===== src/rtl/alu_serie_ctrl_if.sv =====
// rtl/alu_serie_ctrl_if.sv - host command/result bundle for the bit-serial ALU sequencer
interface alu_serie_ctrl_if #(
  parameter int ANCHO = 8
);
  logic             inicio;
  logic [2:0]       op;
  logic [ANCHO-1:0] a;
  logic [ANCHO-1:0] b;
  logic             ocupado;
  logic             listo;
  logic [ANCHO-1:0] resultado;
  logic             acarreo;

  modport master (
    output inicio, op, a, b,
    input  ocupado, listo, resultado, acarreo
  );

  modport slave (
    input  inicio, op, a, b,
    output ocupado, listo, resultado, acarreo
  );
endinterface


===== src/rtl/alu_serie_ctrl.sv =====
// rtl/alu_serie_ctrl.sv - LSB-first bit-serial sequencer for a 1-bit ALU (optional flags: ALU_SERIE_BANDERAS_EN)
module alu_serie_ctrl #(
  parameter int ANCHO = 8
) (
  input  logic             clk,
  input  logic             rst_n,
  alu_serie_ctrl_if.slave  host,
  output logic             alu_numero1,
  output logic             alu_numero2,
  output logic [2:0]       alu_codigo,
  output logic             alu_in,
  input  logic             alu_salida
`ifdef ALU_SERIE_BANDERAS_EN
  ,
  output logic             cero,
  output logic             desborde
`endif
);

  localparam int CW = $clog2(ANCHO);
  localparam logic [2:0] OP_ADD = 3'b001;
  localparam logic [2:0] OP_SUB = 3'b010;
  localparam logic [2:0] OP_OR  = 3'b100;
  localparam logic [2:0] OP_AND = 3'b101;
  localparam logic [2:0] OP_NOT = 3'b110;

  typedef enum logic [1:0] {REPOSO, CALCULO, FIN} estado_t;

  estado_t          state_q, state_d;
  logic [ANCHO-1:0] a_q, a_d, b_q, b_d, res_q, res_d;
  logic [ANCHO-1:0] resultado_q, resultado_d, res_sig;
  logic [2:0]       op_q, op_d;
  logic             carry_q, carry_d, carry_sig;
  logic             acarreo_q, acarreo_d;
  logic [CW-1:0]    cnt_q, cnt_d;
`ifdef ALU_SERIE_BANDERAS_EN
  logic             cero_q, cero_d, desborde_q, desborde_d;
`endif

  function automatic logic op_valida(input logic [2:0] o);
    return (o == OP_ADD) || (o == OP_SUB) || (o == OP_OR) ||
           (o == OP_AND) || (o == OP_NOT);
  endfunction

  always_comb begin
    state_d     = state_q;
    a_d         = a_q;
    b_d         = b_q;
    op_d        = op_q;
    res_d       = res_q;
    carry_d     = carry_q;
    cnt_d       = cnt_q;
    resultado_d = resultado_q;
    acarreo_d   = acarreo_q;
`ifdef ALU_SERIE_BANDERAS_EN
    cero_d      = cero_q;
    desborde_d  = desborde_q;
`endif
    res_sig      = {alu_salida, res_q[ANCHO-1:1]};
    carry_sig    = 1'b0;
    alu_numero1  = 1'b0;
    alu_numero2  = 1'b0;
    alu_codigo   = 3'b000;
    alu_in       = 1'b0;
    host.ocupado = 1'b0;
    host.listo   = 1'b0;

    case (state_q)
      REPOSO: begin
        if (host.inicio) begin
          if (op_valida(host.op)) begin
            a_d     = host.a;
            b_d     = host.b;
            op_d    = host.op;
            res_d   = '0;
            carry_d = 1'b0;
            cnt_d   = '0;
            state_d = CALCULO;
          end else begin
            resultado_d = '0;
            acarreo_d   = 1'b0;
`ifdef ALU_SERIE_BANDERAS_EN
            cero_d      = 1'b1;
            desborde_d  = 1'b0;
`endif
            state_d     = FIN;
          end
        end
      end
      CALCULO: begin
        host.ocupado = 1'b1;
        alu_numero1  = a_q[0];
        alu_numero2  = b_q[0];
        alu_codigo   = op_q;
        alu_in       = carry_q;
        // The ALU has no carry-out, so carry/borrow is regenerated here from the same bits.
        case (op_q)
          OP_ADD:  carry_sig = (a_q[0] & b_q[0]) | (carry_q & (a_q[0] ^ b_q[0]));
          OP_SUB:  carry_sig = (~a_q[0] & b_q[0]) | (carry_q & ~(a_q[0] ^ b_q[0]));
          default: carry_sig = 1'b0;
        endcase
        carry_d = carry_sig;
        res_d   = res_sig;
        a_d     = a_q >> 1;
        b_d     = b_q >> 1;
        cnt_d   = cnt_q + CW'(1);
        if (cnt_q == CW'(ANCHO - 1)) begin
          resultado_d = res_sig;
          acarreo_d   = carry_sig;
`ifdef ALU_SERIE_BANDERAS_EN
          cero_d      = (res_sig == '0);
          desborde_d  = ((op_q == OP_ADD) || (op_q == OP_SUB)) ? (carry_q ^ carry_sig) : 1'b0;
`endif
          state_d     = FIN;
        end
      end
      FIN: begin
        host.listo = 1'b1;
        state_d    = REPOSO;
      end
      default: state_d = REPOSO;
    endcase
  end

  always_ff @(posedge clk or negedge rst_n) begin
    if (!rst_n) begin
      state_q     <= REPOSO;
      a_q         <= '0;
      b_q         <= '0;
      op_q        <= '0;
      res_q       <= '0;
      carry_q     <= 1'b0;
      cnt_q       <= '0;
      resultado_q <= '0;
      acarreo_q   <= 1'b0;
`ifdef ALU_SERIE_BANDERAS_EN
      cero_q      <= 1'b0;
      desborde_q  <= 1'b0;
`endif
    end else begin
      state_q     <= state_d;
      a_q         <= a_d;
      b_q         <= b_d;
      op_q        <= op_d;
      res_q       <= res_d;
      carry_q     <= carry_d;
      cnt_q       <= cnt_d;
      resultado_q <= resultado_d;
      acarreo_q   <= acarreo_d;
`ifdef ALU_SERIE_BANDERAS_EN
      cero_q      <= cero_d;
      desborde_q  <= desborde_d;
`endif
    end
  end

  assign host.resultado = resultado_q;
  assign host.acarreo   = acarreo_q;
`ifdef ALU_SERIE_BANDERAS_EN
  assign cero     = cero_q;
  assign desborde = desborde_q;
`endif

endmodule

===== src/flat_wrapper.sv =====
// flat-port wrapper written by rule: the top's interface ports become plain ports
module alu_serie_ctrl_flat 
#(
  parameter int ANCHO = 8
)
  (clk, rst_n, alu_numero1, alu_numero2, alu_codigo, alu_in, alu_salida, host_inicio, host_op, host_a, host_b, host_ocupado, host_listo, host_resultado, host_acarreo);
  alu_serie_ctrl_if #(.ANCHO(ANCHO)) host_i ();
  input  logic clk;
  input  logic rst_n;
  output logic alu_numero1;
  output logic alu_numero2;
  output logic [2:0] alu_codigo;
  output logic alu_in;
  input  logic alu_salida;
  input wire logic [$bits(host_i.inicio)-1:0] host_inicio;
  input wire logic [$bits(host_i.op)-1:0] host_op;
  input wire logic [$bits(host_i.a)-1:0] host_a;
  input wire logic [$bits(host_i.b)-1:0] host_b;
  output wire logic [$bits(host_i.ocupado)-1:0] host_ocupado;
  output wire logic [$bits(host_i.listo)-1:0] host_listo;
  output wire logic [$bits(host_i.resultado)-1:0] host_resultado;
  output wire logic [$bits(host_i.acarreo)-1:0] host_acarreo;
  assign host_i.inicio = host_inicio;
  assign host_i.op = host_op;
  assign host_i.a = host_a;
  assign host_i.b = host_b;
  assign host_ocupado = host_i.ocupado;
  assign host_listo = host_i.listo;
  assign host_resultado = host_i.resultado;
  assign host_acarreo = host_i.acarreo;
  alu_serie_ctrl #(.ANCHO(ANCHO)) u_core (.clk(clk), .rst_n(rst_n), .host(host_i), .alu_numero1(alu_numero1), .alu_numero2(alu_numero2), .alu_codigo(alu_codigo), .alu_in(alu_in), .alu_salida(alu_salida));
endmodule

===== config.mk =====
export PLATFORM = sky130hd
export DESIGN_NAME = alu_serie_ctrl_flat
export DESIGN_NICKNAME = d
export VERILOG_FILES = /design/src/rtl/alu_serie_ctrl_if.sv /design/src/rtl/alu_serie_ctrl.sv /design/src/flat_wrapper.sv
export SDC_FILE = /design/constraint.sdc
export NUM_CORES = 1
export LEC_CHECK = 0
export BUFFER_PORTS_ARGS = -buffer_cell sky130_fd_sc_hd__buf_2
export CAP_MARGIN = 10
export CORE_ASPECT_RATIO = 0.75
export CORE_MARGIN = 8
export CORE_UTILIZATION = 50
export CTS_CLUSTER_DIAMETER = 80
export DETAILED_ROUTE_END_ITERATION = 10
export PLACE_DENSITY = 0.74
export SLEW_MARGIN = 25
export SYNTH_ARGS = -nofsm -noshare
export SYNTH_HDL_FRONTEND = slang
export SYNTH_SLANG_ARGS = --single-unit

===== constraint.sdc =====
create_clock -name clk -period 2.06 [get_ports clk]
set_input_delay 0 -clock clk [delete_from_list [all_inputs] [get_ports clk]]
set_output_delay 0 -clock clk [all_outputs]
set_load 0.02 [all_outputs]

# Word-level counts from Yosys, hierarchy flattened
# Index checks and enable logic that the tools add are counted.
[word_totals]
ram_bits = 0
reg_bits = 42
romBits = 0
mem_count = 0
latchBits = 0
in_bits = 23
wordCells = 77
[classes]
n_reduce_logical = 10
multipliers = 0
add_sub_neg = 1
muxes = 34
n_eq_ne = 14
div_mod_pow = 0
magnitude_cmp = 0
n_shift = 0
n_bitwise = 9
[ops]
columns = ["op", "n"]
rows = [
  ["$mux W8", 9],
  ["$pmux W8 S2", 4],
  ["$eq A3 B3 Y1 const B", 4],
  ["$mux W1", 10],
  ["$mux W3", 3],
  ["$eq A3 B1 Y1 const B", 2],
  ["$eq A3 B2 Y1 const B", 2],
  ["$mux W2", 3],
  ["$pmux W1 S2", 3],
  ["$pmux W3 S2", 1],
  ["$reduce_and A3 Y1", 2],
  ["$and A1 B1 Y1", 4],
  ["$logic_or A1 B1 Y1", 4],
  ["$ne A2 B1 Y1 const B", 2],
  ["$ne A2 B2 Y1 const B", 2],
  ["$pmux W2 S2", 1],
  ["$reduce_and A4 Y1", 1],
  ["$add A3 B1 Y3 const B", 1],
  ["$eq A2 B1 Y1 const B", 1],
  ["$eq A2 B2 Y1 const B", 1],
  ["$logic_not A2 Y1", 1],
  ["$not A1 Y1", 2],
  ["$or A1 B1 Y1", 2],
  ["$reduce_and A2 Y1", 1],
  ["2 further kinds", 2],
]

# Logic depth before layout (Yosys ltp)
# Gate-level depths: netlist (run 1).
[logic_depth]
depth_word = 8
mapped_depth = 7
ltp_nobuf = 6

# Worst setup path after synthesis (run 1)
# Ideal clock, no wire load.
[synth_timing]
kind = "reg2reg"
start = "register u_core.b_q[0]"
end = "register u_core.acarreo_q (netlist: u_core.host.acarreo)"
slack_ns = 0.396
arrival_ns = 1.600
stages_incl_launch_ff = 6
synth_period_minus_slack_ns = 1.664
t_required_ns = 1.996
path_cell_list = "dfrtp_1 > ha_1 > a21oi_1 > or3b_2 > a211oi_1 > a22o_2"
[synth_between]
elab_chain_len = 7
elab_cells_between_ends = 11
classes_between = "3 x mux; 8 x bitwise"
[synth_rtl]
columns = ["item", "line", "text"]
rows = [
  ["start, declared", "alu_serie_ctrl.sv:30", "logic [ANCHO-1:0] a_q, a_d, b_q, b_d, res_q, res_d;"],
  ["start signal, assigned", "alu_serie_ctrl.sv:129", "b_q <= '0;"],
  ["start signal, assigned", "alu_serie_ctrl.sv:143", "b_q <= b_d;"],
  ["$xor A1 B1 Y1", "alu_serie_ctrl.sv:98, alu_serie_ctrl.sv:99", ""],
  ["$not A1 Y1", "alu_serie_ctrl.sv:99", "OP_SUB: carry_sig = (~a_q[0] & b_q[0]) | (carry_q & ~(a_q[0] ^ b_q[0]));"],
  ["$and A1 B1 Y1", "alu_serie_ctrl.sv:99", ""],
  ["$or A1 B1 Y1", "alu_serie_ctrl.sv:99", ""],
  ["$pmux W1 S2 *", "alu_serie_ctrl.sv:97", "case (op_q)"],
  ["$mux W1 *", "alu_serie_ctrl.sv:107", "if (cnt_q == CW'(ANCHO - 1)) begin"],
  ["$pmux W1 S2 *", "alu_serie_ctrl.sv:68", "case (state_q)"],
  ["end signal, assigned", "alu_serie_ctrl.sv:149", "acarreo_q <= acarreo_d;"],
  ["end, declared", "alu_serie_ctrl.sv:34", "logic acarreo_q, acarreo_d;"],
]
# Mark *: on every way between the ends. The rest lies on a longest branch, timed or not. The select of a mux whose other input is x is not followed.
# A chain may end at the register's enable or synchronous reset.

# Final worst setup path (run 1)
# Same ends and word-level chain as after synthesis.

==> qor.yml, run 1 <==
worstPathCellList: "ha_1 -> a21oi_1 -> or3b_2 -> a211oi_1 -> a22o_2"
h-tree-depth: 2
cp_max_fo: 4
nFillCells: 312
leakage_nw: 1.14
ir_drop_v: 0.000787
cts_resized: 0
drt-pass1-iter-count: 4
path_class: "register to register"
fmax_ghz: 0.559
dpl_cell_area_um2: 2080
min_period_ns: 1.79
cts_made_buffers: 5
synth-seq-cells: 41
synth-edff-count: 0
ys.warnings.count: 0
hp-class: "primary input to register"
drv_slew: 0
final_common_cell: "dfrtp_1"
clk_path_buf_depth: 2
overflow: 0
rsz0062_at_grt: "no"
critPathBufInv: 0
drt_iter0_drc: 84
crit_slowest_cell: "or3b_2"
slew_headroom: 0.401
maxCapViolations: 0
synthCells: 168
viasPerCell: 5.06
route.detailed.drc: 0
die_area_um2: 5910
ys.flop_type: "dfrtp_1"
nets: 247
design_area_um2: 2300
setup_violations: 0
drt_wl_total_mm: 3.84
dr_total_vias: 1381
period_share: 0.868
place.gp.congestion: 0.788
routedWlPerCell_um: 14.1
rows: 19
multi_input_area_um2: 752
holdWs_ns: -0.00188
cts_tree: "done"
syn_nets: 195
dp.cells: 253
start_util: 0.514
grt_antenna_before_repair: 0
yosysSeqAreaShare: 0.556
final_layout_size_suffix_gt1_frac: 0.271
skew_ns: 0.00811
async_reset_ff_frac: 1.00
status: "complete, but fails checks"
worstSetupEndpointType: "register"
tightest_slew_ns: 0.899
startpoint_type: "register"
power_density_nw_per_um2: 1450
arrival_ns: 2.03
final_cell_mix: "41 x dfrtp_1, 39 x buf_2, 34 x nand2_1, 17 x o21ai_0, 15 x mux2i_1"
clk_latency_ns: 0.29
hold_viol: 2
ant_nets: 0
synth_cell_type_count: 30
cts.sinks: 41
die_h_um: 68.6
stdcell_count: 273
max_stage_delay_ns: 0.44
path_clk_slew_ns: 0.08
regArea_um2: 1030
grt_pass1_vias: 1421
dp_hpwl_mm: 2.64
finalSetupTns_ns: 0
grt_usage: 0.142
grt_pass1_wl_mm: 6.54
cp.required_ns: 2.30
grt_max_degree: 42
avgSynthCellArea_um2: 11.0
port_buffers: 39
syn_area_um2: 1850
die_w_um: 86.2
ios: 40
core_um2: 3590
violations: "hold timing"
r2r_slack_ns: 0.27
num_antenna_cells: 0
cts_root_buffer: "clkbuf_8"
crit_family: "compound AO/OA/AOI/OAI gates"
syn2layout_area_growth_pct: 24.7
-- repair_timing --
action	CTS	global route
hold endpoints to repair	53	0
buffers inserted	0	0
hold buffers	12	0
-- synthesized netlist by cell type, types with 2 or more instances --
| master | count | area share |
|---|---|---|
| o21ai_0 | 17 | 0.046 |
| clkbuf_1 | 2 | 0.0041 |
| nor2b_1 | 4 | 0.014 |
| dfrtp_1 | 41 | 0.56 |
| and2_1 | 5 | 0.017 |
| buf_4 | 3 | 0.012 |
| nand2b_1 | 2 | 0.0068 |
| inv_1 | 2 | 0.0041 |
| a21oi_1 | 2 | 0.0054 |
| mux2_2 | 3 | 0.018 |
| a22o_1 | 9 | 0.043 |
| mux2i_1 | 15 | 0.081 |
| nand2_1 | 34 | 0.069 |
| buf_2 | 2 | 0.0054 |
| o21ai_1 | 9 | 0.024 |
| ha_1 | 4 | 0.027 |
-- per-layer routing --
| metal | GRT usage | vias up | wire, µm | part of all wire |
|---|---|---|---|---|
| li1 | - | 680 | - | - |
| met1 | 0.173 | 660 | 1800 | 0.47 |
| met2 | 0.232 | 34 | 1780 | 0.46 |
| met3 | 0.0473 | 7 | 212 | 0.055 |
| met4 | 0.0609 | 0 | 55 | 0.014 |
| met5 | 0 | - | 0 | 0 |
-- cells by family (layout without fill, tap and decap cells) --
logic type / count (synthesis) / count (layout) / synth area share
AO/OA/AOI/OAI: 43 / 43 / 0.154
multiplexers: 18 / 18 / 0.0997
flip-flops: 41 / 41 / 0.556
buffers and inverters: 12 / 65 / 0.0366
AND/OR/NAND/NOR: 50 / 50 / 0.127
adder cells (fa/ha/maj): 4 / 4 / 0.0271
-- final cells by class --
| class | count | area share |
|---|---|---|
| flip-flops and latches | 41 | 0.446 |
| multi-input cells | 115 | 0.327 |
| repair buffers | 54 | 0.152 |
| clock buffers | 6 | 0.0359 |
| well taps | 52 | 0.0283 |
| clock inverters | 2 | 0.00598 |
| inverters | 3 | 0.00489 |
-- worst register-to-register path, delay by kind of cell (launching register included) --
kind            cells  cell delay, ns
compound gates      3            0.57
fa+ha+maj           1            0.31
flops               1            0.42
simple gates        1            0.44
-- where the power goes --
part | internal [mW] | leakage (nW) | switching (mW)
registers | 1.14 | 0.529 | 0.241
logic | 0.603 | 0.564 | 0.801
clock network | 0.272 | 0.0512 | 0.285
total | 2.02 | 1.14 | 1.33
-- state kept, by name (all words and copies together) (netlist names) --
name and cells:
u_core.carry_q 1, u_core.res_q 7, u_core.host.resultado 8, u_core.cnt_q 3, u_core.b_q 8, u_core.state_q 2
u_core.a_q 8, u_core.op_q 3, u_core.host.acarreo 1
-- per-stage QoR --
step | worst slack, ns | hold WS, ns | util | total power, mW
floorplan | 0.396 | -0.296 | - | 2.40
global placement | 0.350 | 0.156 | 0.581 | 2.72
detailed placement | 0.293 | 0.174 | 0.581 | 2.79
CTS | 0.266 | 0.00254 | 0.641 | 3.37
global route | 0.166 | 0.0175 | 0.641 | 3.61
finish | 0.271 | -0.00188 | 0.641 | 3.34
-- final timing paths --
check | from | endpoint | depth (start not counted)
max in group asynchronous | rst_n | u_core.cnt_q[0] | 2
min | host_a[5] | u_core.a_q[5] | 3
max | u_core.b_q[0] | u_core.host.acarreo | 5
max reg2reg | u_core.b_q[0] | u_core.host.acarreo | 5
min reg2reg | u_core.a_q[6] | u_core.a_q[6] | 2
min in group asynchronous | rst_n | u_core.host.resultado[4] | 2
(Power assumes the default switching activity.)
==> inputs of run 2 (changes only) <==
--- a/config.mk
+++ b/config.mk
@@ -11,6 +11,6 @@
 export CORE_MARGIN = 8
-export CORE_UTILIZATION = 50
+export CORE_UTILIZATION = 48
 export CTS_CLUSTER_DIAMETER = 80
 export DETAILED_ROUTE_END_ITERATION = 10
-export PLACE_DENSITY = 0.74
+export PLACE_DENSITY = 0.75
 export SLEW_MARGIN = 25
==> constraint.sdc (replaced) <==
create_clock -name clk -period 1.6 [get_ports clk]
set_input_delay 0 -clock clk [delete_from_list [all_inputs] [get_ports clk]]
set_output_delay 0 -clock clk [all_outputs]
set_load 0.05 [all_outputs]
==> run 2 against run 1 <==
Net effect:
- critical endpoint unchanged
- flip-flop and latch count unchanged
- clock power rose by 28%
- sequential share of layout area shrank 1.1 points
- sequential power up 28%
- worst hold slack better by 0.0048 ns
- largest power group unchanged
- critical path depth unchanged
- count of clock-buffer cells in the layout increased by 1
- utilization shrank 0.092 points
- final area is 2.5% higher
- the run now ends clean
- maximum frequency grew 15%
==> qor.yml, run 2 (same netlist as run 1, synthesis figures left out) <==
status: "completed"
crit_family: "compound AO/OA/AOI/OAI gates"
dp_hpwl_mm: 2.58
viasPerCell: 4.83
cts.sinks: 41
ant_nets: 0
power_density_nw_per_um2: 2080
drv_slew: 0
rr_startpoint: "u_core.b_q[0]"
drt-pass1-iter-count: 4
nets: 247
reg2regPathDepth: 5
min_period_ns: 1.55
dr_total_vias: 1318
routedWlPerCell_um: 13.2
clk_latency_ns: 0.28
overflow: 0
startpoint_type: "register"
grt_antenna_before_repair: 0
worstPathCellList: "ha_4 -> a21oi_2 -> or3b_4 -> a211oi_2 -> a22o_2"
final_layout_size_suffix_gt1_frac: 0.321
path_clk_slew_ns: 0.07
route.detailed.drc: 0
fmax_ghz: 0.646
hp-start: "host_b[0]"
hold_viol: 0
die_h_um: 69.7
grt_max_degree: 42
max_stage_delay_ns: 0.42
grt_pass1_wl_mm: 6.22
h-tree-depth: 2
drt_wl_total_mm: 3.61
setup_violations: 0
port_buffers: 39
leakage_nw: 1.16
critPathBufInv: 0
slew_headroom: 0.662
place.gp.congestion: 0.771
cts_setup_buffers: 0
dp.cells: 259
finalPower_mw: 4.91
cts_root_buffer: "clkbuf_8"
period_share: 0.968
ios: 40
arrival_ns: 1.78
die_area_um2: 6110
multi_input_area_um2: 783
cts_made_buffers: 5
grt_pass1_vias: 1361
holdPathStages: 3
final_common_cell: "dfrtp_1"
rows: 19
syn2layout_area_growth_pct: 27.8
cp.required_ns: 1.83
worstSetupEndpointType: "register"
final_cell_mix: "41 x dfrtp_1, 34 x nand2_1, 34 x buf_2, 17 x o21ai_0, 15 x mux2i_1"
cp_max_fo: 2
clk_path_buf_depth: 2
maxCapViolations: 0
drt_iter0_drc: 57
num_antenna_cells: 0
regArea_um2: 1030
nFillCells: 303
startpoint: "u_core.b_q[0]"
die_w_um: 87.6
core_um2: 3680
cts_tree: "done"
ir_drop_v: 0.00124
stdcell_count: 273
hp-class: "primary input to register"
crit_slowest_cell: "dfrtp_1"
tightest_slew_ns: 0.507
path_depth: 5
path_class: "register to register"
grt_usage: 0.128
skew_ns: 0.00640
start_util: 0.501
-- run 2: cell types whose count changed in the layout (fill, tap and decap cells not counted), moves of 2 or more --
cell           previous run  this run
buf_6                     0         3
ha_1                      4         2
buf_4                     2         9
buf_2                    39        34
dlygate4sd3_1            12         6
-- run 2: per-layer routing --
metal	global-route usage	vias up	part of all wire
met5	0	-	0
met4	0.0361	0	0.0053
met3	0.0462	2	0.047
met2	0.209	24	0.48
met1	0.153	610	0.46
li1	-	682	-
-- run 2: metrics by stage --
step           instance area [µm²]  hold slack [ns]  worst slack (ns)   util  setup TNS [ns]
2_1_floorplan                 1850           -0.296            0.0158      -               0
6_report                      2360          0.00291            0.0509  0.640               0
4_1_cts                       2340         0.000449           0.00629  0.635               0
3_3_place_gp                  2150           0.0885            0.0145  0.583               0
3_5_place_dp                  2150           0.0865           -0.0443  0.583         -0.0443
5_1_grt                       2360           0.0138           -0.0108  0.640         -0.0223
-- run 2: layout make-up --
type                       instances  share of cell area
sequential                        41               0.435
multi-input combinational        115               0.332
timing repair buffer              54               0.158
clock buffer                       7              0.0408
tap                               52              0.0276
inverter                           3             0.00477
clock inverter                     1             0.00212
-- run 2: tightest hold or removal path: cells and delay by family --
family / cells / cell delay (ns)
AO/OA/AOI/OAI: 1 / 0.13
multiplexers: 1 / 0.05
buffers and inverters: 1 / 0.08
-- run 2: final timing paths --
| path | to | slack (ns) |
|---|---|---|
| setup / recovery | u_core.host.acarreo | 0.05 |
| hold / removal | u_core.b_q[0] | 0.003 |
| max in group asynchronous | u_core.a_q[6] | 0.94 |
| setup reg to reg | u_core.host.acarreo | 0.05 |
| min in group asynchronous | u_core.host.resultado[5] | 0.30 |
| hold reg to reg | u_core.host.resultado[4] | 0.47 |
-- run 2: what timing repair did --
item | 4_1_cts | 5_1_grt
pin swaps | 3 | 2
setup endpoints to repair | 7 | 14
hold buffers | 6 | 0
endpoints found under the hold margin | 47 | 0
gates resized for setup | 9 | 5
-- run 2: power breakdown --
group,switching [mW],total (mW),internal (mW)
sequential,0.289,1.76,1.47
combinational,1.48,2.44,0.961
clock,0.324,0.714,0.389
total,2.09,4.91,2.82
==> inputs of run 3 (changes only) <==
CORE_ASPECT_RATIO = 1.75   (was 0.75)
==> run 3 against run 2 <==
Net effect:
- the run now ends with hold timing left
- critical path depth is the same
- non-clock buffer count grew 13
- maximum frequency decreased by 1.1%
- worst setup slack got worse by 0.018 ns
- clock power fell by 5.6%
- cell count up 3.3%
- register-to-register slack worse by 0.02 ns
- sequential share of layout area decreased by 2.2 points
- clock skew is essentially flat
==> qor.yml, run 3 (same netlist as run 1, synthesis figures left out) <==
final_layout_size_suffix_gt1_frac: 0.312
maxCapViolations: 0
use_met2: 0.239
dp_hpwl_mm: 2.70
setup_violations: 0
min_period_ns: 1.57
crit_family: "compound AO/OA/AOI/OAI gates"
place_ws_ns: -0.0370
rows: 30
drt-pass1-iter-count: 6
cts.sinks: 41
fin_ws_ns: 0.0333
holdWs_ns: -0.00713
nets: 260
grt_usage: 0.140
grt.busiest_layer: "met2"
leakage_nw: 1.22
cts_tree: "done"
period_share: 0.979
stdcell_count: 282
drv_slew: 0
startpoint_type: "register"
grt_antenna_before_repair: 0
clk_latency_ns: 0.30
use_met1: 0.144
syn2layout_area_growth_pct: 34.6
status: "complete, but fails checks"
h-tree-depth: 2
drt_wl_total_mm: 4.12
max_stage_delay_ns: 0.41
critPathBufInv: 0
finalSetupTns_ns: 0
grt_max_degree: 43
grt_pass1_vias: 1501
rsz0062_at_grt: "yes"
dp.cells: 254
fmax_ghz: 0.638
drt_iter0_drc: 26
start_util: 0.487
clk_path_buf_depth: 2
ant_nets: 0
grt_pass1_wl_mm: 7.00
core_um2: 3790
cts_made_buffers: 5
num_antenna_cells: 0
design_area_um2: 2480
cts_root_buffer: "clkbuf_8"
tightest_slew_ns: 0.452
cp_max_fo: 2
crit_slowest_cell: "dfrtp_1"
viasPerCell: 5.09
ir_drop_v: 0.00132
skew_ns: 0.00595
grt_util_met3: 0.0631
dr_total_vias: 1435
die_area_um2: 6160
worstPathCellList: "ha_4 -> a21oi_2 -> or3b_4 -> a211oi_4 -> a22o_2"
port_buffers: 39
die_w_um: 62.9
cp.required_ns: 1.85
power_density_nw_per_um2: 2010
hold_viol: 2
overflow: 0
slew_headroom: 0.699
place.gp.congestion: 0.825
worstSetupEndpointType: "register"
arrival_ns: 1.81
hp-class: "primary input to register"
violations: "hold timing"
route.detailed.drc: 0
final_cell_mix: "40 x dfrtp_1, 34 x nand2_1, 33 x buf_2, 17 x dlygate4sd3_1, 16 x o21ai_0"
finalPower_mw: 4.99
routedWlPerCell_um: 14.6
dpl_cell_area_um2: 2150
final_common_cell: "dfrtp_1"
die_h_um: 98.0
path_clk_slew_ns: 0.08
ios: 40
path_class: "register to register"
==> run 3: stage by stage <==
step / util / hold WS (ns)
after floorplan: - / -0.296
after global placement: 0.566 / -0.0246
after detailed placement: 0.566 / -0.0304
after CTS: 0.645 / 0.000424
after global routing: 0.655 / 0.0191
final: 0.655 / -0.00713
==> run 3: worst reg2reg max path: stages (launching register included) <==
cell      delay (ns)
dfrtp_1         0.41
ha_4            0.29
a21oi_2         0.05
or3b_4          0.38
a211oi_4        0.22
a22o_2          0.16
==> run 3: report_power, final <==
group          switching (mW)  internal, mW
Sequential              0.295          1.47
Clock                   0.373         0.301
Combinational            1.53          1.01
Total                    2.20          2.79
==> run 3: cell type report <==
type / instances / area (µm²)
well taps: 48 / 60.1
inverters: 3 / 11.3
clock buffers: 5 / 68.8
repair buffers: 67 / 504
multi-input cells: 115 / 796
fillers: 300 / 1310
flip-flops and latches: 41 / 1030
clock inverters: 3 / 17.5
==> run 3: repair_timing <==
action | in CTS | in global routing
setup endpoints to repair | 7 | 16
gates cloned | 0 | 0
gates resized for setup | 9 | 6
hold buffers | 17 | 0
buffers inserted | 1 | 3
endpoints found under the hold margin | 58 | 0
pin swaps | 4 | 4
==> run 3: final timing paths <==
kind,from,endpoint,slack [ns],depth (start not counted)
min in group asynchronous,rst_n,u_core.carry_q,0.17,2
max in group asynchronous,rst_n,u_core.cnt_q[2],0.97,3
worst max register to register,u_core.b_q[0],u_core.host.acarreo,0.03,5
worst min register to register,u_core.host.resultado[4],u_core.host.resultado[4],0.47,2
worst max-delay path,u_core.b_q[0],u_core.host.acarreo,0.03,5
worst min-delay path,host_b[5],u_core.b_q[5],-0.007,3
==> run 3: metal layers <==
metal  wire length [µm]  share of wire
met4                 67          0.016
met1               1640           0.40
met2               2130           0.52
met5                  0              0
met3                287          0.070
